[config.mk]
export PLATFORM = sky130hd
export DESIGN_NAME = dp_add_result_stage
export DESIGN_NICKNAME = d
export VERILOG_FILES = /design/src/rtl/fpu_pkg.sv /design/src/rtl/dp_classify.sv /design/src/rtl/dp_add_result_stage.sv
export SDC_FILE = /design/constraint.sdc
export NUM_CORES = 1
export LEC_CHECK = 0
export CORE_MARGIN = 2
export CORE_UTILIZATION = 35
export CTS_BUF_LIST = sky130_fd_sc_hd__clkbuf_8
export DETAILED_ROUTE_END_ITERATION = 6
export GPL_TIMING_DRIVEN = 0
export PLACE_DENSITY = 0.72
export SLEW_MARGIN = 25
export SYNTH_ARGS = -nofsm -noshare
export SYNTH_HDL_FRONTEND = slang
export SYNTH_SLANG_ARGS = --single-unit
[constraint.sdc]
create_clock -name clk -period 4 [get_ports clk]
set_input_delay 0.8 -clock clk [delete_from_list [all_inputs] [get_ports clk]]
set_output_delay 0.8 -clock clk [all_outputs]
set_load 0.05 [all_outputs]
[src/rtl/fpu_pkg.sv]
// Shared double-precision field constants, class/flag bit positions and
// IEEE-754 binary64 field predicates used by the FPU result path.
package fpu_pkg;

  localparam int         DP_EXP_W   = 11;
  localparam int         DP_FRAC_W  = 52;
  localparam logic [10:0] DP_EXP_MAX = 11'h7FF;

  localparam int CLS_NAN  = 3;
  localparam int CLS_INF  = 2;
  localparam int CLS_ZERO = 1;
  localparam int CLS_SUB  = 0;

  localparam int FLG_NV   = 2;
  localparam int FLG_OF   = 1;
  localparam int FLG_TINY = 0;

  // Per-entry metadata kept alongside each buffered result.
  typedef struct packed {
    logic [3:0] cls;
    logic [2:0] flags;
  } meta_t;

  function automatic logic [DP_EXP_W-1:0] dp_exp(input logic [63:0] w);
    return w[62:52];
  endfunction

  function automatic logic [DP_FRAC_W-1:0] dp_frac(input logic [63:0] w);
    return w[51:0];
  endfunction

  function automatic logic is_nan(input logic [63:0] w);
    return (dp_exp(w) == DP_EXP_MAX) && (dp_frac(w) != '0);
  endfunction

  // Signalling NaN has the quiet bit (frac MSB) clear.
  function automatic logic is_snan(input logic [63:0] w);
    return is_nan(w) && !w[51];
  endfunction

  function automatic logic is_inf(input logic [63:0] w);
    return (dp_exp(w) == DP_EXP_MAX) && (dp_frac(w) == '0);
  endfunction

  function automatic logic is_zero(input logic [63:0] w);
    return (dp_exp(w) == '0) && (dp_frac(w) == '0);
  endfunction

  function automatic logic is_sub(input logic [63:0] w);
    return (dp_exp(w) == '0) && (dp_frac(w) != '0);
  endfunction

endpackage

[src/rtl/dp_classify.sv]
// Binary64 classifier: one-hot {nan, inf, zero, subnormal} plus signalling-NaN bit.
// Purely combinational, zero latency; no handshake.
module dp_classify
  import fpu_pkg::*;
(
  input  logic [63:0] word,
  output logic [3:0]  cls,
  output logic        snan
);

  assign cls[CLS_NAN]  = is_nan(word);
  assign cls[CLS_INF]  = is_inf(word);
  assign cls[CLS_ZERO] = is_zero(word);
  assign cls[CLS_SUB]  = is_sub(word);
  assign snan          = is_snan(word);

endmodule

[src/rtl/dp_add_result_stage.sv]
// Registered result FIFO behind dp_adder: classifies each result, raises per-op flags, keeps sticky flags.
// Latency 1 cycle push-to-out_valid; in_ready drops when full (no full-and-pop bypass).
// Backpressure: out_* hold while out_valid && !out_ready; upstream stalls via in_ready.
module dp_add_result_stage
  import fpu_pkg::*;
#(
  parameter int DEPTH = 2,
  parameter int TAG_W = 4
) (
  input  logic                       clk,
  input  logic                       rst,
  input  logic                       in_valid,
  output logic                       in_ready,
  input  logic [63:0]                in_a,
  input  logic [63:0]                in_b,
  input  logic [63:0]                in_result,
  input  logic [TAG_W-1:0]           in_tag,
  output logic                       out_valid,
  input  logic                       out_ready,
  output logic [63:0]                out_result,
  output logic [TAG_W-1:0]           out_tag,
  output logic [3:0]                 out_class,
  output logic [2:0]                 out_flags,
  output logic [2:0]                 sticky_flags,
  input  logic                       flags_clr,
  output logic [$clog2(DEPTH):0]     count
);

  localparam int PW = $clog2(DEPTH);
  localparam int CW = PW + 1;

  logic [3:0] a_cls, b_cls, r_cls;
  logic       a_snan, b_snan, r_snan;

  dp_classify u_cls_a (.word(in_a),      .cls(a_cls), .snan(a_snan));
  dp_classify u_cls_b (.word(in_b),      .cls(b_cls), .snan(b_snan));
  dp_classify u_cls_r (.word(in_result), .cls(r_cls), .snan(r_snan));

  logic unused_cls;
  assign unused_cls = ^{a_cls[CLS_ZERO], a_cls[CLS_SUB], b_cls[CLS_ZERO], b_cls[CLS_SUB], r_snan};

  logic a_fin, b_fin;
  assign a_fin = !a_cls[CLS_NAN] && !a_cls[CLS_INF];
  assign b_fin = !b_cls[CLS_NAN] && !b_cls[CLS_INF];

  // A NaN result from non-NaN inputs (inf - inf) is an invalid operation.
  meta_t in_meta;
  always_comb begin
    in_meta                 = '0;
    in_meta.cls             = r_cls;
    in_meta.flags[FLG_NV]   = a_snan || b_snan ||
                              (r_cls[CLS_NAN] && !a_cls[CLS_NAN] && !b_cls[CLS_NAN]);
    in_meta.flags[FLG_OF]   = r_cls[CLS_INF] && a_fin && b_fin;
    in_meta.flags[FLG_TINY] = r_cls[CLS_SUB];
  end

  logic [63:0]      res_mem  [DEPTH];
  logic [TAG_W-1:0] tag_mem  [DEPTH];
  meta_t            meta_mem [DEPTH];

  logic [PW-1:0] wr_ptr, rd_ptr;
  logic [CW-1:0] cnt;
  logic          push, pop;
  meta_t         head_meta;

  assign in_ready  = !rst && (cnt < CW'(DEPTH));
  assign out_valid = (cnt != '0);
  assign push      = in_valid && in_ready;
  assign pop       = out_valid && out_ready;
  assign count     = cnt;
  assign head_meta = meta_mem[rd_ptr];

  always_ff @(posedge clk or posedge rst) begin
    if (rst) begin
      wr_ptr <= '0;
      rd_ptr <= '0;
      cnt    <= '0;
    end else begin
      if (push) wr_ptr <= wr_ptr + PW'(1);
      if (pop)  rd_ptr <= rd_ptr + PW'(1);
      case ({push, pop})
        2'b10:   cnt <= cnt + CW'(1);
        2'b01:   cnt <= cnt - CW'(1);
        default: cnt <= cnt;
      endcase
    end
  end

  // Payload storage needs no reset: reads are masked by out_valid.
  always_ff @(posedge clk) begin
    if (push) begin
      res_mem[wr_ptr]  <= in_result;
      tag_mem[wr_ptr]  <= in_tag;
      meta_mem[wr_ptr] <= in_meta;
    end
  end

  // A clear coinciding with a pop keeps the popped op's flags.
  always_ff @(posedge clk or posedge rst) begin
    if (rst) begin
      sticky_flags <= '0;
    end else if (flags_clr && pop) begin
      sticky_flags <= head_meta.flags;
    end else if (flags_clr) begin
      sticky_flags <= '0;
    end else if (pop) begin
      sticky_flags <= sticky_flags | head_meta.flags;
    end
  end

  assign out_result = out_valid ? res_mem[rd_ptr] : '0;
  assign out_tag    = out_valid ? tag_mem[rd_ptr] : '0;
  assign out_class  = out_valid ? head_meta.cls   : '0;
  assign out_flags  = out_valid ? head_meta.flags : '0;

endmodule

==> results of run 1 <==
==> tightest hold or removal path, cell delays in order (launching register included) <==
cell and delay [ns]:
dfrtp_1 0.38, inv_1 0.05, o22ai_1 0.07
==> final cells by class <==
type / count / share of cell area [%]
Buffer: 18 / 0.824
Clock buffer: 17 / 2.34
Clock inverter: 15 / 1.94
Inverter: 10 / 0.375
Multi-Input combinational cell: 241 / 16.2
Sequential cell: 155 / 46.1
Tap cell: 229 / 2.86
Timing Repair Buffer: 285 / 29.3
==> layout by cell type, fill, tap and decap left out, types with 2 or more instances in the layout <==
| cell | netlist | routed |
|---|---|---|
| and4_1 | 2 | 2 |
| buf_16 | 0 | 5 |
| buf_2 | 8 | 8 |
| bufinv_16 | 0 | 4 |
| clkbuf_1 | 8 | 7 |
| clkbuf_8 | 0 | 17 |
| clkdlybuf4s50_1 | 0 | 280 |
| clkinv_1 | 0 | 3 |
| clkinv_2 | 0 | 2 |
| clkinv_4 | 0 | 2 |
| dfrtp_1 | 7 | 7 |
| edfxtp_1 | 148 | 148 |
| inv_1 | 10 | 10 |
| inv_6 | 0 | 4 |
| mux2i_1 | 74 | 74 |
| nand2_1 | 3 | 3 |
| nand3_1 | 9 | 9 |
| nand4_1 | 10 | 10 |
| nor2_1 | 80 | 79 |
| nor3_1 | 4 | 4 |
| nor4_1 | 40 | 40 |
| nor4_2 | 2 | 2 |
| o22ai_1 | 3 | 3 |
| o31a_1 | 2 | 2 |
| xnor2_1 | 4 | 4 |
==> cells by family (layout without fill, tap and decap cells) <==
family,count (synthesis),count (layout),share of synthesized area (%)
flops,155,155,72.7
simple gates,154,154,12.0
mux,74,74,11.7
buf+inv,28,345,1.87
compound gates,7,7,0.808
xor+xnor,5,5,0.690
fa+ha+maj,1,1,0.197
==> where the power goes <==
part / internal (mW) / switching (mW)
clock network: 0.681 / 0.569
registers: 1.98 / 0.0624
logic: 1.30 / 2.48
total: 3.96 / 3.11
==> flip-flops by register name, indices dropped and copies added, names as in the netlist <==
signal        cells
res_mem         128
meta_mem         12
wr_ptr            1
tag_mem           8
rd_ptr            1
sticky_flags      3
count             2
==> through the flow <==
step | utilization, % | cells | worst slack [ns] | instance area (um2)
after floorplan | - | 424 | 0.142 | 6360
after CTS | 56.0 | 970 | 0.182 | 10000
after global placement | 52.8 | 933 | -0.556 | 9450
after global routing | 56.0 | 970 | 0.0617 | 10000
after detailed placement | 53.6 | 938 | 0.394 | 9590
final | 56.0 | 970 | 0.224 | 10000
==> layer usage <==
layer	vias to the layer above	share of wire [%]	track usage, %
li1	2240	-	-
met1	2249	37	18.7
met2	196	56	33.9
met3	21	5.3	4.56
met4	0	2.3	7.28
met5	-	0	0
==> synthesized netlist by cell type, drive strengths merged <==
| cell type | instances |
|---|---|
| edfxtp | 148 |
| mux2i | 74 |
| nand2 | 4 |
| nor3b | 1 |
| o22ai | 3 |
| and4 | 2 |
| o31ai | 1 |
| nor3 | 4 |
| inv | 10 |
| dfrtp | 7 |
| nand3 | 9 |
| xnor2 | 4 |
| and2 | 1 |
| nor2 | 80 |
| clkbuf | 8 |
| and3 | 1 |
| buf | 10 |
| nor4 | 42 |
| nand4 | 10 |
| xor2 | 1 |
| a22oi | 1 |
| o31a | 2 |
| ha | 1 |
==> how the worst max path moves through the flow <==
stage                                    end                  from
finish                          out_flags[0]  count[0]$_DFFE_PP0P_
floorplan           meta_mem[1][1]$_DFFE_PP_                   rst
detailed placement              out_flags[0]  count[0]$_DFFE_PP0P_
CTS                             out_flags[0]  count[0]$_DFFE_PP0P_
global placement    res_mem[1][59]$_DFFE_PP_                   rst
global route                    out_flags[0]  count[0]$_DFFE_PP0P_
==> run_results.csv, run 1 <==
group,metric,value,unit
run_status,outcome,"finished, final reports clean",
setup_path,r2r-start,"count[1]$_DFFE_PP0P_",
drt,via_per_inst,4.85,
floorplan,die_x,139,um
place,place_congestion,0.818,
grt,grt_pass1_wl,26.3,mm
cts,cts_resized,1,
cts,ctsLongestPathBuffers,2,
drt,drtAntennaViolNets,0,
setup_path,startpoint_type,"flip-flop",
setup_path,worstPathArrival,2.98,ns
cts,h-tree-depth,4,
layout,drive_above_1_share,6.75,%
yosys,synth.distinct_cells,27,
setup_path,crit_chain,"nor2_1 -> clkbuf_2 -> buf_1 -> nor2_1 -> buf_4 -> clkdlybuf4s50_1",
cts,cts_hold_buffers,0,
grt,grt_max_degree,49,
setup_path,cp_max_fo,10,
setup_path,end_kind,"primary output",
pwr,p_per_area,706,nW/um2
timing,finalHoldViolations,0,
layout,multi_input_comb_area,1620,um2
setup_path,crit_top_cell,"nor2_1",
layout,synthToLayoutAreaGrowth,57.8,%
cts,root_buffer,"clkbuf_8",
setup_path,critPathTopFamily,"buffers and inverters",
setup_path,r2r_end,"res_mem[0][27]$_DFFE_PP_",
drt,num_vias,4706,
cts,cts_tree,"done",
drt,wirelength,17.0,mm
timing,finalCritPeriodShare,94.4,%
setup_path,critical_path.max_stage_delay,0.68,ns
grt,grt_overflow,0,
yosys,synth_top_cell_by_area,"edfxtp_1",
layout,num-fill-cells,1456,
drt,first_pass_iters,4,
yosys,yosys-top-cells-area,"edfxtp_1 70%, mux2i_1 12%, nor2_1 4.7%",
timing,fin_tns_setup,0,ns
hold_path,hold_path_class,"reg2reg",
timing,slew_headroom,58.6,%
setup_path,ff2ff_setup_slack,2.04,ns
cts,post-cts-setup-buffer-count,0,
floorplan,rows,49,
timing,fin_crit,3.78,ns
setup_path,crit_type,"reg2out",
yosys,synth_nets,626,
drt,wl_per_cell,17.5,um
setup_path,crit_cells,6,
yosys,netlist_area,6350,um2
floorplan,start_util,35.5,%
grt,grt_pass1_vias,5053,
hold_path,min_to,"sticky_flags[1]$_DFFE_PP0P_",
timing,tightest_slew,0.621,ns
grt,antenna_found_initial,0,
timing,max_freq,0.265,GHz
setup_path,cpMaxStageDelayCell,"clkdlybuf4s50_1",
hold_path,min_from,"sticky_flags[1]$_DFFE_PP0P_",
floorplan,die-height,139,um
timing,finalMaxSlewViolations,0,
yosys,avgSynthCellArea,15.0,um2
floorplan,coreArea,17900,um2
layout,seq_area,4620,um2
setup_path,worst-path-buf-inv,4,
pwr,power,7.07,mW
timing,finClkSkew,0.00856,ns
layout,n_antenna_cell,0,
drt,first_iter_violations,151,
setup_path,reg2reg_depth,5,
place,dpl.hpwl,13.2,mm
timing,whs,0.543,ns
yosys,ys_ff_latch,155,
floorplan,ios,283,
grt,groute.usage.overall,17.8,%
drt,drc,0,
cts,clk_latency,0.44,ns
yosys,synth_warnings,0,
pwr,peakVddDrop,0.433,mV
cts,cts-buffers-inserted,17,
yosys,syn_inst,424,
cts,clock_sinks,155,
timing,rsz0062_at_grt,"no",
hold_path,hold_path_depth,2,
timing,finalSetupViolations,0,
yosys,synth_top_area_share,70.0,%
pwr,leakage,3.58,nW
layout,finalNetCount,930,
setup_path,crit_required,3.20,ns
job,drv_cap,0,
yosys,yosysSeqAreaShare,72.7,%
place,io_buffers,280,
cts,clk_pin_slew_worst_paths,0.08,ns
floorplan,design.die.area,19200,um2
(Power assumes the default switching activity.)
==> run 2: changes to the inputs <==
==> constraint.sdc (replaced) <==
create_clock -name clk -period 3.4 [get_ports clk]
set_input_delay 0.68 -clock clk [delete_from_list [all_inputs] [get_ports clk]]
set_output_delay 0.68 -clock clk [all_outputs]
set_load 0.05 [all_outputs]
==> run_results.csv, run 2 (synthesized netlist as in run 1, its figures left out) <==
group,metric,value,unit
drt,first_pass_iters,4,
layout,final_area,10100,um2
place,io_buffers,280,
place,place_congestion,0.903,
layout,n_antenna_cell,0,
layout,layout_common_cells,"231 x clkdlybuf4s50_1, 148 x edfxtp_1, 79 x nor2_1, 74 x mux2i_1, 45 x dlymetal6s2s_1",
place,place_inst,937,
setup_path,crit_required,2.72,ns
timing,finalSetupViolations,0,
setup_path,end_kind,"primary output",
cts,root_buffer,"clkbuf_8",
timing,finalMaxSlewViolations,0,
grt,grt_pass1_wl,26.8,mm
floorplan,design.die.area,19200,um2
timing,fin_ws,0.166,ns
setup_path,r2r-start,"count[1]$_DFFE_PP0P_",
setup_path,cp_max_fo,10,
cts,clock_sinks,155,
timing,fin_tns_setup,0,ns
cts,h-tree-depth,4,
layout,largest_reg_flops,128,
timing,finClkSkew,0.0159,ns
setup_path,worstPathArrival,2.55,ns
floorplan,coreArea,17900,um2
floorplan,ios,283,
layout,synthToLayoutAreaGrowth,58.4,%
layout,finalNetCount,929,
cts,clk_latency,0.44,ns
hold_path,hold_path_class,"in2async",
grt,antenna_found_initial,0,
grt,grt_pass1_vias,5057,
layout,reg.largest.list,"res_mem x128, meta_mem x12, tag_mem x8",
pwr,power,8.15,mW
drt,drtAntennaViolNets,0,
layout,drive_above_1_share,7.30,%
setup_path,reg2reg_depth,5,
grt,groute.usage.overall,18.2,%
timing,tightest_slew,0.578,ns
timing,slew_headroom,61.4,%
pwr,leakage,4.08,nW
setup_path,setup.worst_path.start,"count[0]$_DFFE_PP0P_",
timing,max_freq,0.309,GHz
cts,cts-buffers-inserted,17,
layout,layout_commonest_cell,"clkdlybuf4s50_1",
cts,cts_tree,"done",
floorplan,start_util,35.5,%
drt,wl_per_cell,18.2,um
floorplan,die-height,139,um
drt,drc,0,
drt,num_vias,4704,
layout,fin_cells,969,
timing,finalCritPeriodShare,95.1,%
layout,largest_register,"res_mem",
cts,cts_hold_buffers,0,
floorplan,die_x,139,um
pwr,p_per_area,810,nW/um2
pwr,peakVddDrop,0.595,mV
job,drv_cap,0,
setup_path,crit_type,"reg2out",
cts,ctsLongestPathBuffers,2,
run_status,outcome,"finished, final reports clean",
grt,grt_overflow,0,
grt,grt_max_degree,41,
timing,finalHoldViolations,0,
cts,clk_pin_slew_worst_paths,0.09,ns
floorplan,rows,49,
setup_path,startpoint_type,"flip-flop",
drt,via_per_inst,4.85,
timing,fin_crit,3.23,ns
layout,num-fill-cells,1432,
timing,rsz0062_at_grt,"no",
place,dpl.hpwl,13.7,mm
drt,first_iter_violations,169,
drt,wirelength,17.6,mm
place,place_ws,-0.158,ns
place,placed_area,9550,um2
-- run 2: path summary, 6_finish.rpt --
check	endpoint	slack (ns)
worst max-delay path	out_result[26]	0.17
worst min-delay path	wr_ptr$_DFFE_PP0P_	0.52
worst max register to register	res_mem[0][44]$_DFFE_PP_	1.35
max in group asynchronous	rd_ptr$_DFFE_PP0P_	2.65
min in group clk	count[1]$_DFFE_PP0P_	0.52
worst min register to register	count[1]$_DFFE_PP0P_	0.52
-- run 2: layer usage --
layer	up-vias	part of all wire (%)	track usage, %	wire (um)
met4	0	2.3	7.18	399
li1	2233	-	-	-
met2	181	56	35.1	9920
met3	27	4.8	4.04	854
met1	2263	37	19.3	6470
met5	-	0	0	0
-- run 2: final cells by class --
| class | instances | area, um2 | share of cell area [%] |
|---|---|---|---|
| Multi-Input combinational cell | 241 | 1620 | 16.1 |
| Inverter | 10 | 37.5 | 0.373 |
| Clock inverter | 15 | 163 | 1.62 |
| Sequential cell | 155 | 4620 | 45.9 |
| Tap cell | 229 | 287 | 2.85 |
| Timing Repair Buffer | 284 | 3010 | 29.9 |
| Clock buffer | 17 | 234 | 2.33 |
| Buffer | 18 | 88.8 | 0.883 |
-- run 2: critical path: stages, from the launching register on --
cell and delay (ns):
dfrtp_1 0.44, nor2_1 0.22, clkbuf_4 0.31, clkbuf_1 0.35, nor2_1 0.09, clkdlybuf4s50_1 0.71
-- run 2: report_power, final --
part	leakage, nW	switching (mW)	internal (mW)
combinational	2.46	2.90	1.48
sequential	1.43	0.0716	2.33
clock	0.188	0.705	0.664
total	4.08	3.67	4.47
-- run 2: metrics by stage --
stage / hold slack, ns / utilization, %
4_1_cts: 0.490 / 55.6
3_3_place_gp: 0.528 / 52.8
5_1_grt: 0.492 / 56.2
6_report: 0.517 / 56.2
3_5_place_dp: 0.510 / 53.3
2_1_floorplan: 0.483 / -
-- run 2: repair_timing --
action	4_1_cts	5_1_grt
setup endpoints to repair	63	45
gates resized for setup	9	45
buffers inserted	0	0
==> run 3: changes to the inputs <==
--- a/config.mk
+++ b/config.mk
@@ -11,6 +11,7 @@
 export DETAILED_ROUTE_END_ITERATION = 6
 export GPL_TIMING_DRIVEN = 0
 export PLACE_DENSITY = 0.72
+export RECOVER_POWER = 25
 export SLEW_MARGIN = 25
 export SYNTH_ARGS = -nofsm -noshare
 export SYNTH_HDL_FRONTEND = slang
==> run_results.csv, run 3 (synthesized netlist as in run 1, its figures left out) <==
group,metric,value,unit
setup_path,worstPathArrival,2.55,ns
setup_path,r2r-start,"count[1]$_DFFE_PP0P_",
drt,wl_per_cell,18.2,um
floorplan,die_x,139,um
run_status,outcome,"finished, final reports clean",
drt,wirelength,17.6,mm
layout,drive_above_1_share,7.30,%
timing,max_freq,0.310,GHz
drt,first_iter_violations,150,
setup_path,cp_max_fo,10,
layout,largest_reg_flops,128,
job,drv_cap,0,
floorplan,ios,283,
drt,first_pass_iters,4,
layout,largest_register,"res_mem",
place,io_buffers,280,
place,place_ws,-0.158,ns
cts,root_buffer,"clkbuf_8",
hold_path,hold_path_class,"reg2reg",
layout,finalNetCount,929,
grt,antenna_found_initial,1,
place,dpl.hpwl,13.7,mm
cts,ctsLongestPathBuffers,2,
cts,cts_tree,"done",
layout,synthToLayoutAreaGrowth,58.4,%
timing,slew_headroom,61.3,%
layout,fin_cells,970,
cts,clk_pin_slew_worst_paths,0.09,ns
drt,drtAntennaViolNets,0,
floorplan,coreArea,17900,um2
timing,finalSetupViolations,0,
grt,grt_pass1_wl,26.8,mm
layout,layout_common_cells,"181 x clkdlybuf4s50_1, 148 x edfxtp_1, 79 x nor2_1, 74 x mux2i_1, 50 x dlygate4sd3_1",
setup_path,end_kind,"primary output",
setup_path,crit_chain,"nor2_1 -> clkbuf_4 -> clkbuf_1 -> nor2_1 -> clkdlybuf4s50_1",
layout,layout_commonest_cell,"clkdlybuf4s50_1",
grt,grt_pass1_vias,5057,
timing,rsz0062_at_grt,"no",
setup_path,crit_required,2.72,ns
timing,finClkSkew,0.0164,ns
layout,reg.largest.list,"res_mem x128, meta_mem x12, tag_mem x8",
setup_path,cpMaxStageDelayCell,"clkdlybuf4s50_1",
pwr,peakVddDrop,0.594,mV
drt,num_vias,4722,
floorplan,die-height,139,um
drt,drc,0,
grt,grt_overflow,0,
cts,clk_latency,0.44,ns
timing,finalCritPeriodShare,95.0,%
timing,tightest_slew,0.579,ns
setup_path,critical_path.max_stage_delay,0.71,ns
floorplan,rows,49,
setup_path,startpoint_type,"flip-flop",
layout,seq_area,4620,um2
pwr,p_per_area,808,nW/um2
layout,num-fill-cells,1432,
timing,fin_ws,0.170,ns
timing,finalMaxSlewViolations,0,
setup_path,crit_type,"reg2out",
cts,clock_sinks,155,
timing,finalHoldViolations,0,
cts,cts-buffers-inserted,17,
grt,groute.usage.overall,18.2,%
pwr,leakage,4.09,nW
place,place_inst,937,
setup_path,setup.worst_path.start,"count[0]$_DFFE_PP0P_",
grt,grt_max_degree,41,
layout,multi_input_comb_area,1620,um2
floorplan,start_util,35.5,%
drt,via_per_inst,4.87,
cts,h-tree-depth,4,
setup_path,crit_top_cell,"nor2_1",
place,place_congestion,0.903,
floorplan,design.die.area,19200,um2
timing,fin_crit,3.23,ns
hold_path,min_from,"count[1]$_DFFE_PP0P_",
==> run 3: changes by cell type in the layout (fill, tap and decap cells not counted) <==
cell,change
clkdlybuf4s50_1,-50
dlygate4sd3_1,+50
diode_2,+1
==> run 3: critical path: cells and delay by family (launching register included) <==
| kind | cells | cell delay [ns] |
|---|---|---|
| flops | 1 | 0.44 |
| buf+inv | 3 | 1.37 |
| simple gates | 2 | 0.31 |
==> run 3: area by class of cell <==
cell class                 count  share of cell area [%]
timing repair buffer         284                    29.9
tap                          229                    2.85
buffer                        18                   0.883
sequential                   155                    45.9
clock buffer                  17                    2.33
multi-input combinational    241                    16.1
antenna                        1                  0.0249
clock inverter                15                    1.62
inverter                      10                   0.373
==> run 3: through the flow <==
| stage | instance area [um2] | TNS (ns) | hold WS (ns) | utilization (%) | power [mW] |
|---|---|---|---|---|---|
| after floorplan | 6360 | 0 | 0.483 | - | 5.28 |
| after global placement | 9450 | -14.76 | 0.528 | 52.8 | 6.84 |
| after detailed placement | 9550 | -0.263 | 0.510 | 53.3 | 6.90 |
| after CTS | 9950 | 0 | 0.490 | 55.6 | 8.28 |
| after global routing | 10100 | 0 | 0.562 | 56.2 | 8.47 |
| final | 10100 | 0 | 0.518 | 56.2 | 8.13 |
==> run 3: routing by layer <==
layer / vias up / share of wire [%] / GRT usage, %
met2: 186 / 56 / 35.1
met4: 0 / 2.2 / 7.18
li1: 2235 / - / -
met1: 2275 / 37 / 19.3
met5: - / 0 / 0
met3: 26 / 4.9 / 4.04
==> run 3: repair_timing <==
| item | CTS | global route |
|---|---|---|
| resized for setup | 9 | 45 |
| hold buffers | 0 | 0 |
| setup endpoints to repair | 63 | 45 |
| endpoints found under the hold margin | 0 | 0 |
| setup buffers | 0 | 0 |
==> run 3: report_power, final <==
| part | switching (mW) | total [mW] | internal [mW] |
|---|---|---|---|
| clock network | 0.704 | 1.37 | 0.664 |
| logic | 2.89 | 4.36 | 1.47 |
| registers | 0.0713 | 2.40 | 2.33 |
==> run 3: path summary, 6_finish.rpt <==
check | to | slack, ns | depth (start not counted)
setup / recovery | out_result[26] | 0.17 | 5
hold / removal | count[1]$_DFFE_PP0P_ | 0.52 | 1
setup reg to reg | res_mem[0][44]$_DFFE_PP_ | 1.35 | 5
hold reg to reg | count[1]$_DFFE_PP0P_ | 0.52 | 1
max in group asynchronous | rd_ptr$_DFFE_PP0P_ | 2.52 | 2
min in group asynchronous | wr_ptr$_DFFE_PP0P_ | 0.65 | 2
==> variant (flow settings as in run 2) <==
Change the parameter `TAG_W` from 4 to 3.
--- a/src/rtl/dp_add_result_stage.sv
+++ b/src/rtl/dp_add_result_stage.sv
@@ -7,3 +7,3 @@
   parameter int DEPTH = 2,
-  parameter int TAG_W = 4
+  parameter int TAG_W = 3
 ) (
Ports: changed (resized in_tag and out_tag); port bits go from 283 to 281. No check against the original RTL was run, so the function may have changed too.
==> variant against run 2 <==
  * Routed wire length rose by 0.15%
  * Combinational power barely moved
  * Global-route usage rose by 0.46 points
  * Setup slack got worse by 0.018 ns
  * Total power is 0.61% lower
  * Sequential cell count shrank 2
  * Final area fell by 1.4%
  * Clock skew shrank 0.0084 ns
  * Synthesized area fell by 1.3%
  * Largest cell class unchanged
  * Highest routed layer unchanged
==> variant: results (changes against run 2) <==
The tools report the worst-case setup slack after placement as 0.0509 ns (+0.209 ns). Instance area after placement: 9440 sq um (-1.1%). The cell count after placement is 927 (-1.1%), and the per-cell via count in the routed design is 4.87 (+0.36%). The headroom to the max-slew limit was 47.5% (-14 points); the first-pass GRT wire length was 25.9 mm (-3.4%). Largest net degree at the start of global routing: 47 (+15%). The tools report the register-to-register path setup slack as 1.49 ns (+0.14 ns). The end point of the critical path was out_result[41]. Last weighted congestion value of the routability-driven placer: 0.946 (+4.7%). The largest fanout on the critical path was 10 (unchanged); the final clock skew was 0.00749 ns (-0.00845 ns). The run gives 4 (unchanged) as the H-tree depth reported by CTS.

In this run the critical register-to-register path is captured at res_mem[1][23]. For the filler cell count in the final layout, the log shows 1378 (-3.8%). The count of mapped cells out of synthesis is 420 (-0.94%), and the count of flip-flops with a built-in enable after synthesis is 146 (-1.4%).

Ranked by total cell area, the synthesized netlist is headed by edfxtp_1 (70%), mux2i_1 (12%), nor2_1 (4.7%), nor4_1 (4.2%), dfrtp_1 (2.8%). The post-synthesis sequential area ratio came out at 72.7% (about the same). Sorting the synthesized cells by how often they occur yields edfxtp_1 (146), nor2_1 (79), mux2i_1 (73).

The share of synthesized flip-flops with an asynchronous set or reset works out to 4.58% (+0.059 points). For the detailed placement HPWL, the log shows 13.7 mm (+0.14%). The most used flip-flop cell after synthesis was edfxtp_1. For the number of global-route vias before repair, the log shows 4960 (-1.9%).

The post-synthesis cell type count is 24 (-11%). The reported net switching power came out at 3.59 mW (-2.2%). The TritonCTS buffer count is 17 (unchanged), and the clock edge transition at the registers on the reported setup and hold paths is 0.08 ns. Global-route usage over all layers: 18.7% (+0.46 points). Number of buffer cells added on primary ports: 278 (-0.71%). The run finished with clean final reports. The arrival time at the worst endpoint is 2.57 ns (+0.02 ns), and the number of cells on the worst reg-to-reg path is 3 (-2). The initial detailed-routing violation count is 228 (+35%).

The slowest stage of the critical path is the clkdlybuf4s50_1 cell. On the worst path, the slowest cell contributes a delay of 0.72 ns. The synthesized net count was 621 (-0.80%); the final hold slack was 0.511 ns (-0.00646 ns).

The sequential cell area in the final layout is 4560 sq um (-1.3%), and the final net count is 922 (-0.75%). The share of final-layout standard cells stronger than drive strength 1 came out at 7.22% (-0.077 points). Family with the most delay on the worst path: buffers and inverters. The largest registers in the layout are res_mem (128), meta_mem (12), tag_mem (6). The via count is 4677 (-0.57%).

The tools report the highest ir drop seen on vdd as 0.000408 V (-31%). The worst hold path belongs to the class in -> async. The number of antenna violations at the first check in global routing is 1 (+1), and the post-detailed-route wirelength per cell is 18.4 microns (+1.1%). The final setup slack of the worst path was 0.147 ns (-0.0184 ns).

The tree is rooted in a clkbuf_8. The run gives 3.88 nW (-4.9%) as the leakage power.
-- variant: changes by cell type after synthesis, sizes merged, moves of 2 or more --
cell | before | now
edfxtp | 148 | 146
buf | 10 | 7
nand4 | 10 | 12
o31a | 2 | 0
nor3 | 4 | 6
and4 | 2 | 0
nand3 | 9 | 7
clkbuf | 8 | 10
nor4 | 42 | 44
-- variant: kinds of logic (layout without fill, tap and decap cells) --
group | count (synthesis) | count (layout) | synth area share [%]
adders and majority gates | 1 | 1 | 0.200
AOI/OAI and AO/OA | 5 | 5 | 0.579
DFF | 153 | 153 | 72.7
buffers and inverters | 26 | 340 | 1.74
other | 0 | 1 | 0
xor gates and xnor gates | 5 | 5 | 0.698
muxes | 73 | 73 | 11.7
and+or+nand+nor | 157 | 157 | 12.4
-- variant: area by class of cell --
class	count	share of cell area [%]
inverter	9	0.340
sequential	153	46.0
clock inverter	15	1.60
buffer	17	0.858
tap	225	2.84
antenna	1	0.0252
multi-input combinational	241	16.3
timing repair buffer	282	29.8
clock buffer	17	2.36
-- variant: repair_timing --
item / in CTS / in global routing
setup endpoints to repair: 71 / 50
resized for setup: 6 / 34
setup buffers: 0 / 0
-- variant: layer usage --
metal	part of all wire (%)	wire, microns	track usage, %
met5	0	0	0
met4	2.3	406	7.48
met3	5.1	904	4.05
met2	58	10300	36.8
met1	34	6050	18.8
-- variant: power groups by stage --
stage / sequential (mW) / clock (mW) / combinational [mW]
floorplan: 2.51 / 0 / 2.70
global placement: 2.42 / 0 / 4.34
detailed placement: 2.42 / 0 / 4.41
CTS: 2.38 / 1.39 / 4.43
global route: 2.40 / 1.46 / 4.57
finish: 2.38 / 1.35 / 4.36
